===== config.mk =====
export PLATFORM = sky130hd
export DESIGN_NAME = sb_reg_slave
export DESIGN_NICKNAME = d
export VERILOG_FILES = /design/src/rtl/sb_reg_slave.sv
export SDC_FILE = /design/constraint.sdc
export NUM_CORES = 1
export LEC_CHECK = 0
export CAP_MARGIN = 20
export CORE_ASPECT_RATIO = 0.6
export CORE_MARGIN = 2
export CORE_UTILIZATION = 43
export DETAILED_ROUTE_END_ITERATION = 10
export PLACE_DENSITY = 0.79
export RECOVER_POWER = 25
export SYNTH_ARGS = -nofsm -noshare
export SYNTH_HDL_FRONTEND = slang
export SYNTH_SLANG_ARGS = --single-unit

===== constraint.sdc =====
create_clock -name SBCLKi -period 2 [get_ports SBCLKi]
set_input_delay 0.6 -clock SBCLKi [delete_from_list [all_inputs] [get_ports SBCLKi]]
set_output_delay 0.6 -clock SBCLKi [all_outputs]
set_load 0.01 [all_outputs]

===== src/rtl/sb_reg_slave.sv =====
// sb_reg_slave: system-bus slave with strobe/ack handshake, configurable ack
// latency, base-nibble decode, RW control registers, read-only status and a
// maskable write-1-to-clear interrupt.
//
// Handshake: a transaction starts on a rising edge of SBSTBi seen while IDLE
// and addressed to BASE_NIB. SBWRi/SBADRi/SBDATi are captured at that edge.
// SBACKo is high for exactly one cycle, ACK_LAT cycles later. SBDATo carries
// read data only while SBACKo is high and is 0 otherwise. A write commits at
// the clock edge that ends the ack cycle. Strobe edges seen while busy are
// dropped, and SBSTBi falling early does not cancel a transaction.
module sb_reg_slave #(
  parameter int                DATA_W   = 8,
  parameter logic [3:0]        BASE_NIB = 4'b0000,
  parameter int                NUM_REGS = 4,
  parameter int                ACK_LAT  = 1,
  parameter logic [DATA_W-1:0] RST_VAL  = '0
) (
  input  logic                       SBCLKi,
  input  logic                       RST,
  input  logic                       SBWRi,
  input  logic                       SBSTBi,
  input  logic [7:0]                 SBADRi,
  input  logic [DATA_W-1:0]          SBDATi,
  output logic [DATA_W-1:0]          SBDATo,
  output logic                       SBACKo,
  output logic                       IRQ,
  output logic [NUM_REGS*DATA_W-1:0] CTRL_O,
  input  logic [DATA_W-1:0]          STATUS_I,
  input  logic [DATA_W-1:0]          EVT_I,
  output logic [1:0]                 dbg_state
);

  // Parameter range checks, evaluated at elaboration.
  if (NUM_REGS < 1 || NUM_REGS > 13) begin : g_bad_num_regs
    $error("sb_reg_slave: NUM_REGS must be 1..13");
  end
  if (DATA_W < 1 || DATA_W > 16) begin : g_bad_data_w
    $error("sb_reg_slave: DATA_W must be 1..16");
  end
  if (ACK_LAT < 1 || ACK_LAT > 15) begin : g_bad_ack_lat
    $error("sb_reg_slave: ACK_LAT must be 1..15");
  end

  localparam logic [3:0] OFF_IEN    = 4'hD;
  localparam logic [3:0] OFF_STATUS = 4'hE;
  localparam logic [3:0] OFF_PEND   = 4'hF;
  localparam logic [3:0] LAT_M1     = 4'(ACK_LAT - 1);

  typedef enum logic [1:0] {
    ST_IDLE = 2'd0,
    ST_WAIT = 2'd1,
    ST_ACK  = 2'd2
  } state_t;

  state_t            state_q;
  logic              stb_d;
  logic              wr_q;
  logic [3:0]        off_q;
  logic [DATA_W-1:0] dat_q;
  logic [3:0]        cnt_q;
  logic              ack_q;

  logic [DATA_W-1:0] ctrl_q [NUM_REGS];
  logic [DATA_W-1:0] ien_q;
  logic [DATA_W-1:0] pend_q;
  logic              irq_q;

  logic              stb_edge;
  logic              hit;
  logic              commit;
  logic [DATA_W-1:0] clr;
  logic [DATA_W-1:0] ien_next;
  logic [DATA_W-1:0] pend_next;
  logic [DATA_W-1:0] rd_mux;

  assign stb_edge = SBSTBi & ~stb_d;
  assign hit      = (SBADRi[7:4] == BASE_NIB);
  // Writes take effect on the edge that leaves the ack cycle.
  assign commit   = (state_q == ST_ACK) && wr_q;

  // Bus FSM: strobe edge detect, capture, latency countdown, one-cycle ack.
  always_ff @(posedge SBCLKi or negedge RST) begin
    if (!RST) begin
      state_q <= ST_IDLE;
      stb_d   <= 1'b0;
      wr_q    <= 1'b0;
      off_q   <= 4'h0;
      dat_q   <= '0;
      cnt_q   <= 4'h0;
      ack_q   <= 1'b0;
    end else begin
      stb_d <= SBSTBi;
      unique case (state_q)
        ST_IDLE: begin
          if (stb_edge && hit) begin
            wr_q  <= SBWRi;
            off_q <= SBADRi[3:0];
            dat_q <= SBDATi;
            cnt_q <= LAT_M1;
            if (ACK_LAT == 1) begin
              state_q <= ST_ACK;
              ack_q   <= 1'b1;
            end else begin
              state_q <= ST_WAIT;
            end
          end
        end
        ST_WAIT: begin
          if (cnt_q == 4'd1) begin
            state_q <= ST_ACK;
            ack_q   <= 1'b1;
          end else begin
            cnt_q <= cnt_q - 4'd1;
          end
        end
        ST_ACK: begin
          state_q <= ST_IDLE;
          ack_q   <= 1'b0;
        end
        default: begin
          state_q <= ST_IDLE;
          ack_q   <= 1'b0;
        end
      endcase
    end
  end

  // Control registers and interrupt enable, written on commit.
  always_ff @(posedge SBCLKi or negedge RST) begin
    if (!RST) begin
      for (int k = 0; k < NUM_REGS; k++) ctrl_q[k] <= RST_VAL;
      ien_q <= '0;
    end else begin
      for (int k = 0; k < NUM_REGS; k++) begin
        if (commit && off_q == 4'(k)) ctrl_q[k] <= dat_q;
      end
      ien_q <= ien_next;
    end
  end

  // Next-state of IEN/PEND; an event on the clear cycle keeps its bit set.
  always_comb begin
    clr      = '0;
    ien_next = ien_q;
    if (commit && off_q == OFF_PEND) clr = dat_q;
    if (commit && off_q == OFF_IEN)  ien_next = dat_q;
    pend_next = (pend_q & ~clr) | EVT_I;
  end

  // Pending bits and registered interrupt output.
  always_ff @(posedge SBCLKi or negedge RST) begin
    if (!RST) begin
      pend_q <= '0;
      irq_q  <= 1'b0;
    end else begin
      pend_q <= pend_next;
      irq_q  <= |(pend_next & ien_next);
    end
  end

  // Read mux over the captured offset; unmapped offsets read as 0.
  always_comb begin
    rd_mux = '0;
    for (int k = 0; k < NUM_REGS; k++) begin
      if (off_q == 4'(k)) rd_mux = ctrl_q[k];
    end
    if (off_q == OFF_IEN)    rd_mux = ien_q;
    if (off_q == OFF_STATUS) rd_mux = STATUS_I;
    if (off_q == OFF_PEND)   rd_mux = pend_q;
  end

  for (genvar g = 0; g < NUM_REGS; g++) begin : g_ctrl_flat
    assign CTRL_O[g*DATA_W +: DATA_W] = ctrl_q[g];
  end

  assign SBACKo    = ack_q;
  assign SBDATo    = ack_q ? rd_mux : '0;
  assign IRQ       = irq_q;
  assign dbg_state = state_q;

endmodule


==> results.toml <==
[pwr]
p_total_uw = 3585
p_sw_uw = 908.2
pwr-share-comb_pct = 15.4
seqPwrFrac_pct = 40.8
irDropWorstVdd_mv = 0.4536
power_density_nw_per_um2 = 753.5
netSwitchingFraction_pct = 25.33
power_frac_clock_pct = 43.8
p_int_uw = 2677
leakagePower_uw = 0.002269

[route]
firstDrtPassIters = 4
avgRoutedWirePerCell_um = 19.68
route.detailed.drc = 0
drt_iter0_markers = 158
wirelength_mm = 9.724
dr_total_vias = 2645
routed_via_density = 5.354
postRouteAntennaNets = 0

[run]
drv_cap = 0

[clock_network]
clockRootBuffer = "clkbuf_16"
clock_sinks = 64
cts_tree = "built"
cts.htree.levels = 3
clkTransAtPathRegs_ns = 0.05
cts_buffers = 9
clockBufferDepth = 2
clock_latency_ns = 0.33

[placement]
placed_area_um2 = 4273
pre_cts_ws_ns = -0.5846
dp.cells = 463
gp_congestion = 0.8692
dpl.hpwl_mm = 6.283
io_buffers = 78

[setup_path]
critPathRequiredTime_ns = 1.40
path_class = "flop to primary output"
critical_path.endpoint_type = "primary output"
crit_fanout = 4
cp-start-kind = "flop"
cp.arrival_ns = 1.84

[sta]
max_freq_mhz = 409.0
rsz0062_at_grt = "yes"
worst_pin_slew_ns = 0.8582
period_needed_ns = 2.445
layout_setup_ws_ns = -0.4450
maxSlewViolCount = 0
period_share_pct = 122.2
finalClockSkew_ns = 0.004248
slew_headroom_pct = 42.79
hold_viol = 0
setup-violations-final = 9

[yosys]
avgSynthCellArea_um2 = 11.68
synth-edff-count = 0
yosysTopAreaCell = "dfrtp_1"
synth.distinct_cells = 30
synth_area_leaders = "dfrtp_1 (54%), mux2_1 (9.9%), mux2_2 (6.1%)"
synthArstFlopShare_pct = 100.0
ys_warn_count = 0
syn-num-nets = 289
synth_cells = 253
yosysSeqAreaShare_pct = 54.21
netlist.area_leader.share_pct = 54.21
synth_top_flop_cell = "dfrtp_1"
synth-seq-cells = 64
synth_area_um2 = 2954

[finish]
final_cell_mix = "clkdlybuf4s50_1 (64), dfrtp_1 (62), buf_4 (58)"
drive_above_1_share_pct = 34.89
nets = 438
area_delta_synth_final_pct = 61.08
fin_cells = 494
final_common_cell = "clkdlybuf4s50_1"
num_antenna_cells = 0
stdcell_area_um2 = 4758

[outcome]
status = "complete, but fails checks"
violations = "negative setup slack"

[die]
rows = 23
die_w_um = 111.0
die-area_um2 = 7571
core_area_um2 = 6648
ios = 80
fp.dieH_um = 68.20
initial_core_util_pct = 44.44

[global_routing]
grt_max_degree = 37
grtUsageTotal_pct = 27.81
grt.overflow.total = 0
first_global_vias = 2820
antenna_found_initial = 0
grt_pass1_wl_mm = 15.53

[min_path]
holdCritPathClass = "input port to asynchronous set/reset pin"
==> repair_timing <==
action / 4_1_cts / 5_1_grt
pin swaps: 18 / 7
gates cloned: 2 / 0
resized for setup: 63 / 8
setup endpoints to repair: 18 / 43
hold buffers: 0 / 0
buffers inserted: 8 / 7
==> synthesized netlist by cell type (all sizes together), types with 2 or more instances <==
| cell | n |
|---|---|
| o221ai | 6 |
| nand3 | 10 |
| buf | 9 |
| mux4 | 8 |
| nor2 | 17 |
| a22oi | 2 |
| clkbuf | 4 |
| nand2b | 8 |
| dfrtp | 64 |
| nand2 | 46 |
| o21ai | 10 |
| mux2 | 42 |
| and2 | 2 |
| a21oi | 12 |
| a22o | 4 |
==> cell type report <==
| cell class | count | area, um2 |
|---|---|---|
| Inverter | 1 | 3.754 |
| Tap cell | 87 | 108.9 |
| Clock inverter | 3 | 40.04 |
| Sequential cell | 64 | 1604 |
| Timing Repair Buffer | 151 | 1371 |
| Clock buffer | 13 | 260.3 |
| Fill cell | 443 | 1889 |
| Multi-Input combinational cell | 175 | 1370 |
==> power groups by stage <==
| stage | clock, uW | sequential (uW) | combinational, uW |
|---|---|---|---|
| after floorplan | 0 | 1430 | 203 |
| after global placement | 0 | 1460 | 423 |
| after detailed placement | 0 | 1470 | 433 |
| after CTS | 1590 | 1450 | 568 |
| after global routing | 1650 | 1470 | 595 |
| final | 1570 | 1460 | 553 |
==> metrics by stage <==
step	hold slack [ns]	setup TNS (ns)	utilization, %
after floorplan	0.3044	-0.08627	-
after global placement	0.4991	-4.256	64.28
after detailed placement	0.5040	-4.258	64.28
after CTS	0.1674	-3.742	71.56
after global routing	0.3720	-4.054	71.58
final	0.3027	-3.515	71.58
==> path summary, 6_finish.rpt <==
check,startpoint,endpoint,slack [ns],cells past startpoint
worst max-delay path,off_q[0]$_DFFE_PN0P_,SBDATo[5],-0.44,6
worst min-delay path,RST,pend_q[5]$_DFF_PN0_,0.30,1
worst max register to register,off_q[1]$_DFFE_PN0P_,IRQ$_DFF_PN0_,-0.33,8
worst min register to register,ien_q[2]$_DFF_PN0_,ien_q[2]$_DFF_PN0_,0.52,1
max in group asynchronous,RST,off_q[0]$_DFFE_PN0P_,0.33,2
min in group SBCLKi,ien_q[2]$_DFF_PN0_,ien_q[2]$_DFF_PN0_,0.52,1
==> cells by family (layout without fill, tap and decap cells) <==
group | Yosys count | count (layout) | share of synthesized area [%]
buffers and inverters | 14 | 168 | 2.287
flip-flops | 64 | 64 | 54.21
multiplexers | 50 | 50 | 22.11
other | 1 | 1 | 0.1269
AO/OA/AOI/OAI | 34 | 34 | 7.200
AND/OR/NAND/NOR | 90 | 90 | 14.06
==> registers in the layout, indices dropped and copies added, names as in the netlist <==
| register | flops |
|---|---|
| IRQ | 1 |
| off_q | 4 |
| wr_q | 1 |
| stb_d | 1 |
| ien_q | 8 |
| dat_q | 8 |
| SBACKo | 1 |
| CTRL_O | 32 |
| pend_q | 8 |
==> worst max-delay path, stage by stage, from the launching register on <==
cell	delay, ns
dfrtp_2	0.44
buf_6	0.15
mux4_2	0.51
nand2_2	0.08
o21ai_1	0.06
and2_1	0.15
buf_2	0.13
==> per-layer routing <==
metal	GRT usage (%)	up-vias	wire, um
li1	-	1200	-
met1	38.15	1302	4330
met2	44.86	130	4414
met3	8.680	13	858
met4	5.156	0	120
met5	0	-	0
No activity file was read; power rests on OpenSTA's default activity.
